$ cat src/rtl/wib_rd_sched.sv
// Read scheduler for the single-port WIB weight RAM: turns core burst commands into
// sequential reads, shares the port with the AXI BRAM-controller host, and routes read data back.
module wib_rd_sched #(
  parameter int ADDR_W     = 10,
  parameter int DATA_W     = 19,
  parameter int LEN_W      = 11,
  parameter int RD_LAT     = 2,
  parameter int STARVE_MAX = 8
) (
  input  logic              i_clk,
  input  logic              i_rst,
  input  logic              i_burst_start,
  input  logic [ADDR_W-1:0] i_burst_addr,
  input  logic [LEN_W-1:0]  i_burst_len,
  output logic              o_burst_busy,
  output logic              o_burst_done,
  output logic [DATA_W-1:0] o_rdat,
  output logic              o_rdat_vld,
  input  logic              i_host_en,
  input  logic              i_host_we,
  input  logic [3:0]        i_host_be,
  input  logic [11:0]       i_host_addr,
  input  logic [31:0]       i_host_wdata,
  output logic              o_host_ready,
  output logic [31:0]       o_host_rdata,
  output logic              o_host_rvld,
  output logic              o_ram_rd_en,
  output logic [ADDR_W-1:0] o_ram_raddr,
  output logic              o_ram_bc_en,
  output logic              o_ram_bc_we,
  output logic [3:0]        o_ram_bc_be,
  output logic [11:0]       o_ram_bc_addr,
  output logic [31:0]       o_ram_bc_wdata,
  input  logic [DATA_W-1:0] i_ram_rdat
);

  localparam int SC_W = $clog2(STARVE_MAX + 1);
  localparam logic [1:0] TAG_NONE  = 2'b00;
  localparam logic [1:0] TAG_BURST = 2'b01;
  localparam logic [1:0] TAG_HOST  = 2'b10;

  typedef enum logic [1:0] {S_IDLE, S_RUN, S_DRAIN, S_DONE} state_t;

  state_t                  r_state;
  logic [ADDR_W-1:0]       r_ptr;
  logic [LEN_W-1:0]        r_remain;
  logic [SC_W-1:0]         r_starve;
  logic [RD_LAT-1:0][1:0]  r_tag;
  logic [DATA_W-1:0]       r_rdat;

  logic                    w_force;
  logic                    w_burst_rd;
  logic                    w_host_gnt;
  logic [1:0]              w_new_tag;
  logic [1:0]              w_tag_out;
  logic                    w_burst_vld;
  logic                    w_host_vld;
  logic                    w_burst_pend;

  // A host that has waited STARVE_MAX cycles steals exactly one RUN slot.
  assign w_force    = i_host_en && (r_starve == SC_W'(STARVE_MAX));
  assign w_burst_rd = !i_rst && (r_state == S_RUN) && !w_force;
  assign w_host_gnt = !i_rst && i_host_en && !w_burst_rd;

  assign w_new_tag   = w_burst_rd ? TAG_BURST :
                       (w_host_gnt && !i_host_we) ? TAG_HOST : TAG_NONE;
  assign w_tag_out   = r_tag[RD_LAT-1];
  assign w_burst_vld = !i_rst && (w_tag_out == TAG_BURST);
  assign w_host_vld  = !i_rst && (w_tag_out == TAG_HOST);

  // The stage leaving the pipe this cycle is delivered now, so only younger stages keep DRAIN alive.
  always_comb begin
    w_burst_pend = 1'b0;
    for (int k = 0; k < RD_LAT - 1; k++) begin
      if (r_tag[k] == TAG_BURST) w_burst_pend = 1'b1;
    end
  end

  always_ff @(posedge i_clk) begin
    if (i_rst) begin
      r_state  <= S_IDLE;
      r_ptr    <= '0;
      r_remain <= '0;
    end else begin
      case (r_state)
        S_IDLE: begin
          if (i_burst_start) begin
            r_ptr    <= i_burst_addr;
            r_remain <= i_burst_len;
            r_state  <= (i_burst_len == '0) ? S_DONE : S_RUN;
          end
        end
        S_RUN: begin
          if (w_burst_rd) begin
            r_ptr    <= r_ptr + ADDR_W'(1);
            r_remain <= r_remain - LEN_W'(1);
            if (r_remain == LEN_W'(1)) r_state <= S_DRAIN;
          end
        end
        S_DRAIN: begin
          if (!w_burst_pend) r_state <= S_DONE;
        end
        S_DONE:  r_state <= S_IDLE;
        default: r_state <= S_IDLE;
      endcase
    end
  end

  always_ff @(posedge i_clk) begin
    if (i_rst) begin
      r_tag    <= '0;
      r_starve <= '0;
      r_rdat   <= '0;
    end else begin
      for (int k = RD_LAT - 1; k > 0; k--) r_tag[k] <= r_tag[k-1];
      r_tag[0] <= w_new_tag;
      if (w_host_gnt)
        r_starve <= '0;
      else if (i_host_en && (r_starve != SC_W'(STARVE_MAX)))
        r_starve <= r_starve + SC_W'(1);
      if (w_burst_vld) r_rdat <= i_ram_rdat;
    end
  end

  assign o_burst_busy   = (r_state != S_IDLE);
  assign o_burst_done   = (r_state == S_DONE);
  assign o_rdat_vld     = w_burst_vld;
  assign o_rdat         = w_burst_vld ? i_ram_rdat : r_rdat;
  assign o_host_rvld    = w_host_vld;
  assign o_host_rdata   = w_host_vld ? {{(32-DATA_W){1'b0}}, i_ram_rdat} : 32'd0;
  assign o_host_ready   = w_host_gnt;
  assign o_ram_rd_en    = w_burst_rd;
  assign o_ram_raddr    = r_ptr;
  assign o_ram_bc_en    = w_host_gnt;
  assign o_ram_bc_we    = w_host_gnt && i_host_we;
  assign o_ram_bc_be    = w_host_gnt ? i_host_be    : 4'd0;
  assign o_ram_bc_addr  = w_host_gnt ? i_host_addr  : 12'd0;
  assign o_ram_bc_wdata = w_host_gnt ? i_host_wdata : 32'd0;

endmodule

$ cat config.mk
export PLATFORM = sky130hd
export DESIGN_NAME = wib_rd_sched
export DESIGN_NICKNAME = d
export VERILOG_FILES = /design/src/rtl/wib_rd_sched.sv
export SDC_FILE = /design/constraint.sdc
export NUM_CORES = 1
export LEC_CHECK = 0
export BUFFER_PORTS_ARGS = -buffer_cell sky130_fd_sc_hd__buf_2
export CAP_MARGIN = 20
export CORE_MARGIN = 8
export CORE_UTILIZATION = 43
export DETAILED_ROUTE_END_ITERATION = 6
export GPL_TIMING_DRIVEN = 0
export PLACE_DENSITY = 0.82
export SLEW_MARGIN = 40
export SYNTH_ARGS = -nofsm -noshare
export SYNTH_HDL_FRONTEND = slang
export SYNTH_SLANG_ARGS = --single-unit
$ cat constraint.sdc
create_clock -name i_clk -period 2.5 [get_ports i_clk]
set_clock_uncertainty 0.15 [all_clocks]
set_input_delay 0.5 -clock i_clk [delete_from_list [all_inputs] [get_ports i_clk]]
set_output_delay 0.5 -clock i_clk [all_outputs]
set_load 0.005 [all_outputs]
# --- Word level (Yosys, flattened, before mapping) ---
# Cells that the tools add are included.
totals:
  output_inout_bits: 117
  ff_bits: 50
  input_bits: 93
  word_cells: 66
op_classes:
  muxes: 20
  n_addsub: 3
  n_eq_ne: 13
  reduce_logical: 22
op_table:
  columns: ["op", "count"]
  rows:
  - ["19-bit 2-to-1 mux", 2]
  - ["32-bit 2-to-1 mux", 1]
  - ["11-bit 2-to-1 mux", 2]
  - ["11-bit one-hot mux with 2 select lines", 1]
  - ["10-bit 2-to-1 mux", 2]
  - ["10-bit one-hot mux with 2 select lines", 1]
  - ["12-bit 2-to-1 mux", 1]
  - ["2-bit 2-to-1 mux", 6]
  - ["11-bit by 1-bit == test with 1-bit output, second input constant", 1]
  - ["11-bit zero test", 1]
  - ["11-bit by 1-bit subtractor with 11-bit output, second input constant", 1]
  - ["10-bit by 1-bit adder with 10-bit output, second input constant", 1]
  - ["1-bit logical AND", 10]
  - ["2-bit one-hot mux with 4 select lines", 1]
  - ["2-bit by 1-bit == test with 1-bit output, second input constant", 3]
  - ["2-bit == test, second input constant", 3]
  - ["2-bit inequality test, second input constant", 3]
  - ["4-bit by 1-bit adder with 4-bit output, second input constant", 1]
  - ["4-bit == test, second input constant", 1]
  - ["1-bit zero test", 4]
  - ["4-bit 2-to-1 mux", 1]
  - ["4-bit inequality test, second input constant", 1]
  - ["4-bit AND reduction", 1]
  - ["2-bit nonzero test", 2]
  - ["5 further kinds", 7]

# --- Longest topological paths before layout ---
# Gate-level depths: netlist of the first run.
depth:
  ltp_word: 9
  ltp_mapped: 9

# --- Worst setup path before layout of the first run ---
# OpenSTA, ideal clock, no wires.
synth_timing:
  kind: "reg2out"
  start: "reg r_state[1]"
  end: "out o_ram_bc_wdata[22]"
  slack_ns: 0.194
  n_path_buf: 2
  path_stages_with_launch: 8
  arrival_time_ns: 1.656
  cell_sequence: "dfxtp_1 -> inv_1 -> ha_1 -> buf_2 -> a21boi_0 -> nor2b_1 -> clkbuf_1 -> and2_1"
synth_between:
  elab_chain_cells: 6
synth_lines:
  columns: ["item", "line_no", "source"]
  rows:
  - ["from (decl)", "44", "state_t r_state;"]
  - ["from (signal assigned)", "90", "r_state <= (i_burst_len == '0) ? S_DONE : S_RUN;"]
  - ["2-bit by 1-bit == test with 1-bit output", "62", "assign w_burst_rd = !i_rst && (r_state == S_RUN) && !w_force;"]
  - ["1-bit logical AND (2 in a row)", "62", null]
  - ["1-bit zero test", "63", "assign w_host_gnt = !i_rst && i_host_en && !w_burst_rd;"]
  - ["1-bit logical AND", "63", null]
  - ["named net o_host_ready", "24", "output logic o_host_ready,"]
  - ["32-bit 2-to-1 mux", "138", "assign o_ram_bc_wdata = w_host_gnt ? i_host_wdata : 32'd0;"]
  - ["to (decl)", "33", "output logic [31:0] o_ram_bc_wdata,"]
# The timed path passes the listed nets, and every way through them passes these cells.

# --- Worst setup path after layout of the first run ---
layout_timing:
  start: "reg r_starve[0]"
  end: "out o_ram_bc_wdata[15]"
layout_between:
  elab_chain_cells: 7
layout_lines:
  columns: ["item", "line_no", "source"]
  rows:
  - ["from (decl)", "47", "logic [SC_W-1:0] r_starve;"]
  - ["from (signal assigned)", "120", "r_starve <= r_starve + SC_W'(1);"]
  - ["4-bit == test", "61", "assign w_force = i_host_en && (r_starve == SC_W'(STARVE_MAX));"]
  - ["1-bit logical AND", "61", null]
  - ["1-bit zero test", "62", null]
  - ["1-bit logical AND", "62", null]
  - ["1-bit zero test", "63", null]
  - ["1-bit logical AND", "63", null]
  - ["32-bit 2-to-1 mux", "138", null]
# No other way between the ends.

==> results.md, run 1 <==
- Clock transition time at the flip-flop clock pins of the worst setup and hold paths: about 0.10 ns
- Antenna violations before repair: 1
- Average wire length per cell after detail routing: between 15 and 20 um
- Detailed placement HPWL: 9070 um
- RSZ-0062 raised after global routing: true
- Peak VDD IR: 0.0003527 V
- Overall power: 0.003745 W
- Main flop type after synthesis: sky130_fd_sc_hd__dfxtp_1
- Number of DRC markers after the initial detailed-route iteration: roughly 140
- Commonest non-fill, non-tap cells in the layout: sky130_fd_sc_hd__buf_2 (187), sky130_fd_sc_hd__and2_1 (58), sky130_fd_sc_hd__dfxtp_1 (47), sky130_fd_sc_hd__nor2_1 (28), sky130_fd_sc_hd__nor2b_1 (25)
- Area of the core: between 7000 and 8000 um2
- TritonCTS clock tree: yes
- DRC: 0
- Combined area of all synthesized cells: 3157 um2
- Minimum clock period after layout: 2.519 ns
- PD cells: ~800 nW/um2
- Post-DRT Antenna Nets: 0
- Total via count after detailed routing: ~3600
- Crit-path cells: inv_2 > ha_4 > nand3b_4 > a21boi_2 > nor2b_4 > buf_12 > buf_8 > and2_1 > buf_2
- Ratio of final minimum period to clock period: 1.008
- Number of synthesis warnings: 0
- Maximum clock frequency: ~400 MHz
- Std cell rows: 31
- Slowest cell on the critical path: sky130_fd_sc_hd__dfxtp_2
- Clock network power share: 0.155
- Met2 usage in global routing: 0.3853
- Die Ht: 101.7 um
- Initial Utilization: 0.4399
- Most Used Layer, Global Route: met2
- Met3 layer usage reported by global route: 0.06460
- First-pass detailed-route iteration total: 4
- Detail-routed via count per cell: 4.949
- Global route total overflow: 0
- Part of the total power dissipated in sequential elements: 0.310
- Inserted Clock Buffers: 5
- Internal Dissipation: 0.002162 W
- FF+latch count, synth: 50
- Worst-path fanout max: 10
- CP startpoint kind: flop
- Storage cell area: 1005 um2
- Sum of negative setup slack: -0.01879 ns
- Fraction of synthesis flops using an asynchronous set or reset pin: 0
- Status: finished with violations
- Maximum number of pins on one net before global-route repair: 17
- Total track usage: 0.2056
- Count of fill cells added during filler insertion: 616
- Violations in the final reports: setup timing
- Floorplan die area: roughly 10000 um2
- Portion of the post-synthesis area used by sequential elements: 0.3171
- Net count of the finished layout: 721
- Arr. time, crit path: 1.87 ns
- Cell taking the most area after synthesis: sky130_fd_sc_hd__dfxtp_1
- Combinational Power Share: 0.535
- NetSw: 0.001583 W
- Clock Tree Buf Depth: 2
- Number of cells produced by synthesis: 396
- Number of sinks handled by clock tree synthesis: 50
- Slew headroom: 0.5890
- Crit path required time: 1.85 ns
- Num ports: between 200 and 250
- Number of max-cap violations: 0
- Number of pins with negative max-slew slack in the final report: 0
- Portion of synthesized cell area occupied by the leading cell type: 0.3171
- Crit end category: primary output
- Fraction of met1 tracks used by global routing: 0.2061
- Share of post-route cells with drive strength above 1: 0.4717
- Synth unique cells: ~50
- # H-tree levels: 2
- Count of flip-flops with a built-in enable after synthesis: 0
- Die boundary width: 101.7 um
- Via count of the first global-routing pass: 3539
- Skew-Pair Late Insertion Delay: ~0.30 ns
- Port-buffer cells: roughly 200
- Slew at the pin closest to its max-slew limit: between 0.6 and 0.7 ns
- Mean instance size in the synthesized netlist: 7.972 um2
- Number of instances in the placed design: 702
- Leakage power figure: 2.436 nW
- Placer congestion estimate: 0.8567
- Worst slack on hold paths: 0.2132 ns
- Most common library cell in the layout ignoring fill and taps: sky130_fd_sc_hd__buf_2
- Final setup violation count: 1
- Sw Ratio: 0.4226
- Class of the most critical hold timing path: primary input to flop
- Delay contributed by the slowest stage of the critical path: 0.34 ns
- Worst setup margin: -0.01879 ns
- Final WL: 11350 um
- Non-filler instance count after layout: 719
- Multi-input gate area: 2012 um2
- CTS root buffer: sky130_fd_sc_hd__clkbuf_8
- Layout-stage area growth over the synthesis result: 49.82%
- First-pass GRT wire length: 17000 um
- Final hold violation count: 0
- Class of the most critical setup path: flop to primary output
- Most area-consuming cells after synthesis: sky130_fd_sc_hd__dfxtp_1 (32%), sky130_fd_sc_hd__and2_1 (14%), sky130_fd_sc_hd__mux2_2 (6.8%)
layout make-up:
| cell class | count | area share |
|---|---|---|
| Antenna cell | 1 | 0.0005291 |
| Inverter | 14 | 0.01111 |
| Clock buffer | 5 | 0.01455 |
| Clock inverter | 3 | 0.009259 |
| Sequential cell | 50 | 0.2124 |
| Multi-Input combinational cell | 306 | 0.4254 |
| Timing Repair Buffer | 204 | 0.2455 |
| Tap cell | 99 | 0.02619 |
| Buffer | 37 | 0.05503 |
through the flow:
stage / util / area [um2] / worst slack (ns)
after floorplan: - / 3202 / 0.1938
after CTS: 0.6361 / 4564 / 0.003231
final: 0.6591 / 4730 / -0.01879
after detailed placement: 0.5995 / 4302 / -0.3188
after global placement: 0.5995 / 4302 / -0.2591
after global routing: 0.6591 / 4730 / -0.1022
flip-flops by register name, indices dropped and copies added (netlist names):
signal       flops
o_ram_raddr     10
r_rdat          19
r_remain        11
r_starve         4
r_state          2
r_tag            2
w_tag_out        2
timing repair:
action                     CTS  global route
setup endpoints to repair   52            50
pin swaps                    1            16
cloned                       3             1
setup buffers                2             3
hold buffers                 0             0
resized for setup           33            35
cell families after synthesis:
family,Yosys count,synth area share
XOR/XNOR,2,0.005550
AO/OA/AOI/OAI,73,0.1427
AND/OR/NAND/NOR,187,0.3373
adder cells (fa/ha/maj),10,0.03964
other,1,0.001188
flip-flops,50,0.3171
buffers and inverters,52,0.08244
multiplexers,21,0.07412
worst max-delay path, delay by kind of cell, from the launching register on:
kind                     cells  cell delay (ns)
AO/OA/AOI/OAI                1             0.15
AND/OR/NAND/NOR              3             0.46
adder cells (fa/ha/maj)      1             0.15
buffers and inverters        4             0.47
flip-flops                   1             0.34
metal layers:
layer  share of wire  wire, um
met2            0.53      6041
met1            0.35      3956
met5               0         0
met3            0.10      1143
met4           0.018       205
path summary, 6_finish.rpt:
path | from | to | slack (ns) | depth (start not counted)
max | r_starve[0]$_SDFFE_PP0P_ | o_ram_bc_wdata[15] | -0.02 | 9
min | i_host_we | r_tag[1]$_SDFF_PP0_ | 0.21 | 2
max reg2reg | r_state[0]$_SDFFE_PP0P_ | o_ram_raddr[9]$_SDFFE_PP0P_ | 0.37 | 7
min reg2reg | r_tag[1]$_SDFF_PP0_ | w_tag_out[1]$_SDFF_PP0_ | 0.32 | 2
power by group through the flow:
stage	Sequential, W	Combinational (W)	Clock (W)
floorplan	0.00113	0.00122	0
global placement	0.00115	0.00177	0
detailed placement	0.00117	0.00181	0
CTS	0.00116	0.00192	0.000600
global route	0.00118	0.00222	0.000627
finish	0.00116	0.00200	0.000581
synth_stat cells (11+ instances only):
cell type                  instances
sky130_fd_sc_hd__a21oi_1          24
sky130_fd_sc_hd__buf_4            15
sky130_fd_sc_hd__dfxtp_1          50
sky130_fd_sc_hd__and2_1           72
sky130_fd_sc_hd__clkbuf_1         15
sky130_fd_sc_hd__inv_1            12
sky130_fd_sc_hd__nor2b_1          26
sky130_fd_sc_hd__nand3_1          11
sky130_fd_sc_hd__nand2_1          23
sky130_fd_sc_hd__o21ai_0          18
sky130_fd_sc_hd__nor2_1           28
sky130_fd_sc_hd__mux2_2           19
No activity file was read; power rests on OpenSTA's default activity.
==> run 2: changes to the inputs <==
--- a/config.mk
+++ b/config.mk
@@ -8,11 +8,12 @@
 export BUFFER_PORTS_ARGS = -buffer_cell sky130_fd_sc_hd__buf_2
 export CAP_MARGIN = 20
 export CORE_MARGIN = 8
-export CORE_UTILIZATION = 43
+export CORE_UTILIZATION = 38
 export DETAILED_ROUTE_END_ITERATION = 6
 export GPL_TIMING_DRIVEN = 0
-export PLACE_DENSITY = 0.82
+export PLACE_DENSITY = 0.77
 export SLEW_MARGIN = 40
 export SYNTH_ARGS = -nofsm -noshare
 export SYNTH_HDL_FRONTEND = slang
 export SYNTH_SLANG_ARGS = --single-unit
+export TNS_END_PERCENT = 5
==> constraint.sdc (replaced) <==
create_clock -name i_clk -period 2.3 [get_ports i_clk]
set_clock_uncertainty 0.15 [all_clocks]
set_input_delay 0.46 -clock i_clk [delete_from_list [all_inputs] [get_ports i_clk]]
set_output_delay 0.46 -clock i_clk [all_outputs]
set_load 0.005 [all_outputs]
==> results.md, run 2 (synthesis gave the netlist of run 1 again) <==
- Status: finished with violations
- Violations in the final reports: setup timing
- Class of the most critical hold timing path: primary input to flop
- Sw Ratio: 0.4252
- First-pass GRT wire length: between 15000 and 20000 um
- Commonest non-fill, non-tap cells in the layout: sky130_fd_sc_hd__buf_2 (178), sky130_fd_sc_hd__and2_1 (53), sky130_fd_sc_hd__dfxtp_1 (46), sky130_fd_sc_hd__buf_4 (29), sky130_fd_sc_hd__nor2_1 (28)
- Storage cell area: 1006 um2
- Number of antenna cells inserted: 0
- Crit end category: primary output
- Leakage power figure: roughly 2.5 nW
- Final hold violation count: 0
- Number of max-cap violations: 0
- Arr. time, crit path: 1.83 ns
- Class of the most critical setup path: flop to primary output
- Total track usage: 0.1891
- Most common library cell in the layout ignoring fill and taps: sky130_fd_sc_hd__buf_2
- Skew-Pair Late Insertion Delay: 0.30 ns
- PD cells: ~850 nW/um2
- Clock network power share: 0.138
- Peak VDD IR: 0.0003798 V
- Post-Place Cell Area: roughly 4300 um2
- Die Ht: 107.1 um
- Minimum clock period after layout: 2.439 ns
- Max FFs per register: 19
- Crit path required time: 1.69 ns
- Worst Path Buf+Inv: 4
- Die boundary width: 107.1 um
- Num ports: 210
- Worst-path fanout max: 7
- Floorplan die area: 11480 um2
- Global route total overflow: 0
- Combinational Power Share: 0.560
- Final core utilization: 0.6016
- Clock transition time at the flip-flop clock pins of the worst setup and hold paths: 0.09 ns
- Slew at the pin closest to its max-slew limit: 0.6307 ns
- Slew headroom: 0.5780
- Cell area after layout: 4893 um2
- Internal Dissipation: 0.002395 W
- Antenna violations before repair: 0
- Inserted Clock Buffers: 5
- Detail-routed via count per cell: 4.904
- Crit-path cells: inv_2 > ha_4 > nand3b_4 > a21boi_2 > nor2b_4 > buf_12 > clkbuf_16 > and2_4 > buf_6
- CP startpoint kind: flop
- Count of fill cells added during filler insertion: 745
- Detailed placement HPWL: 9237 um
- Part of the total power dissipated in sequential elements: 0.302
- Final WL: between 10000 and 15000 um
- Port-buffer cells: roughly 200
- Ratio of final minimum period to clock period: 1.060
- Via count of the first global-routing pass: ~3700
- Maximum clock frequency: between 400 and 500 MHz
- Multi-input gate area: 2036 um2
- First-pass detailed-route iteration total: 5
- Biggest register: r_rdat
- Area of the core: 8134 um2
- Share of post-route cells with drive strength above 1: 0.4880
- DRC: 0
- Average wire length per cell after detail routing: 16.15 um
- Placer congestion estimate: slightly below 0.9
- Worst setup margin: -0.1391 ns
- Worst slack on hold paths: 0.1637 ns
- Total via count after detailed routing: between 3000 and 4000
- Maximum number of pins on one net before global-route repair: 16
- Initial Utilization: 0.3881
- Slowest cell on the critical path: sky130_fd_sc_hd__dfxtp_2
- Number of instances in the placed design: 708
- Layout-stage area growth over the synthesis result: 55.01%
- Sum of negative setup slack: -5.584 ns
- Delay contributed by the slowest stage of the critical path: 0.33 ns
- Number of DRC markers after the initial detailed-route iteration: 119
- Final setup violation count: 50
- CTS root buffer: sky130_fd_sc_hd__clkbuf_8
- RSZ-0062 raised after global routing: true
- Number of pins with negative max-slew slack in the final report: 0
- NetSw: 0.001772 W
- Post-DRT Antenna Nets: 0
- TritonCTS clock tree: yes
- # H-tree levels: 2
- Number of sinks handled by clock tree synthesis: 50
- Clock Tree Buf Depth: 2
- Non-filler instance count after layout: between 700 and 800
- Largest delay share family, worst path: buffers and inverters
- Std cell rows: 33
- Net count of the finished layout: ~730
-- run 2: layer usage --
metal / share of wire / wire length (um) / GRT usage
met2: 0.53 / 6272 / 0.3658
met3: 0.097 / 1151 / 0.06059
met5: 0 / 0 / 0
met1: 0.35 / 4168 / 0.1820
met4: 0.019 / 227 / 0.06432
-- run 2: through the flow --
step                worst slack [ns]  total power (W)
floorplan                    0.03383         0.002561
global placement             -0.4530         0.003172
detailed placement           -0.5305         0.003252
CTS                          -0.1554         0.004018
global route                 -0.2349         0.004465
finish                       -0.1391         0.004167
-- run 2: power by group through the flow --
stage	logic, W	clock network [W]	registers (W)
after global placement	0.00192	0	0.00125
after CTS	0.00218	0.000589	0.00125
after floorplan	0.00133	0	0.00123
after global routing	0.00256	0.000622	0.00129
final	0.00233	0.000576	0.00126
after detailed placement	0.00199	0	0.00126
-- run 2: final timing paths --
kind	to	cells past startpoint	slack, ns	start
worst max-delay path	o_ram_bc_addr[5]	9	-0.14	r_starve[0]$_SDFFE_PP0P_
worst min-delay path	r_tag[1]$_SDFF_PP0_	2	0.16	i_host_we
worst max register to register	r_state[1]$_SDFFE_PP0P_	10	0.14	r_state[1]$_SDFFE_PP0P_
worst min register to register	r_remain[8]$_SDFFE_PP0P_	2	0.35	r_remain[8]$_SDFFE_PP0P_
-- run 2: area by class of cell --
| type | count | share of cell area |
|---|---|---|
| Buffer | 37 | 0.05472 |
| Clock buffer | 7 | 0.01969 |
| Clock inverter | 1 | 0.001790 |
| Inverter | 14 | 0.01074 |
| Multi-Input combinational cell | 306 | 0.4160 |
| Sequential cell | 50 | 0.2056 |
| Tap cell | 105 | 0.02685 |
| Timing Repair Buffer | 212 | 0.2646 |
-- run 2: repair_timing --
| item | in CTS | in global routing |
|---|---|---|
| hold buffers | 0 | 0 |
| pin swaps | 2 | 23 |
| setup buffers | 12 | 1 |
| setup endpoints to repair | 62 | 73 |
| hold endpoints to repair | 0 | 0 |
| gates cloned | 4 | 2 |
| gates resized for setup | 33 | 60 |
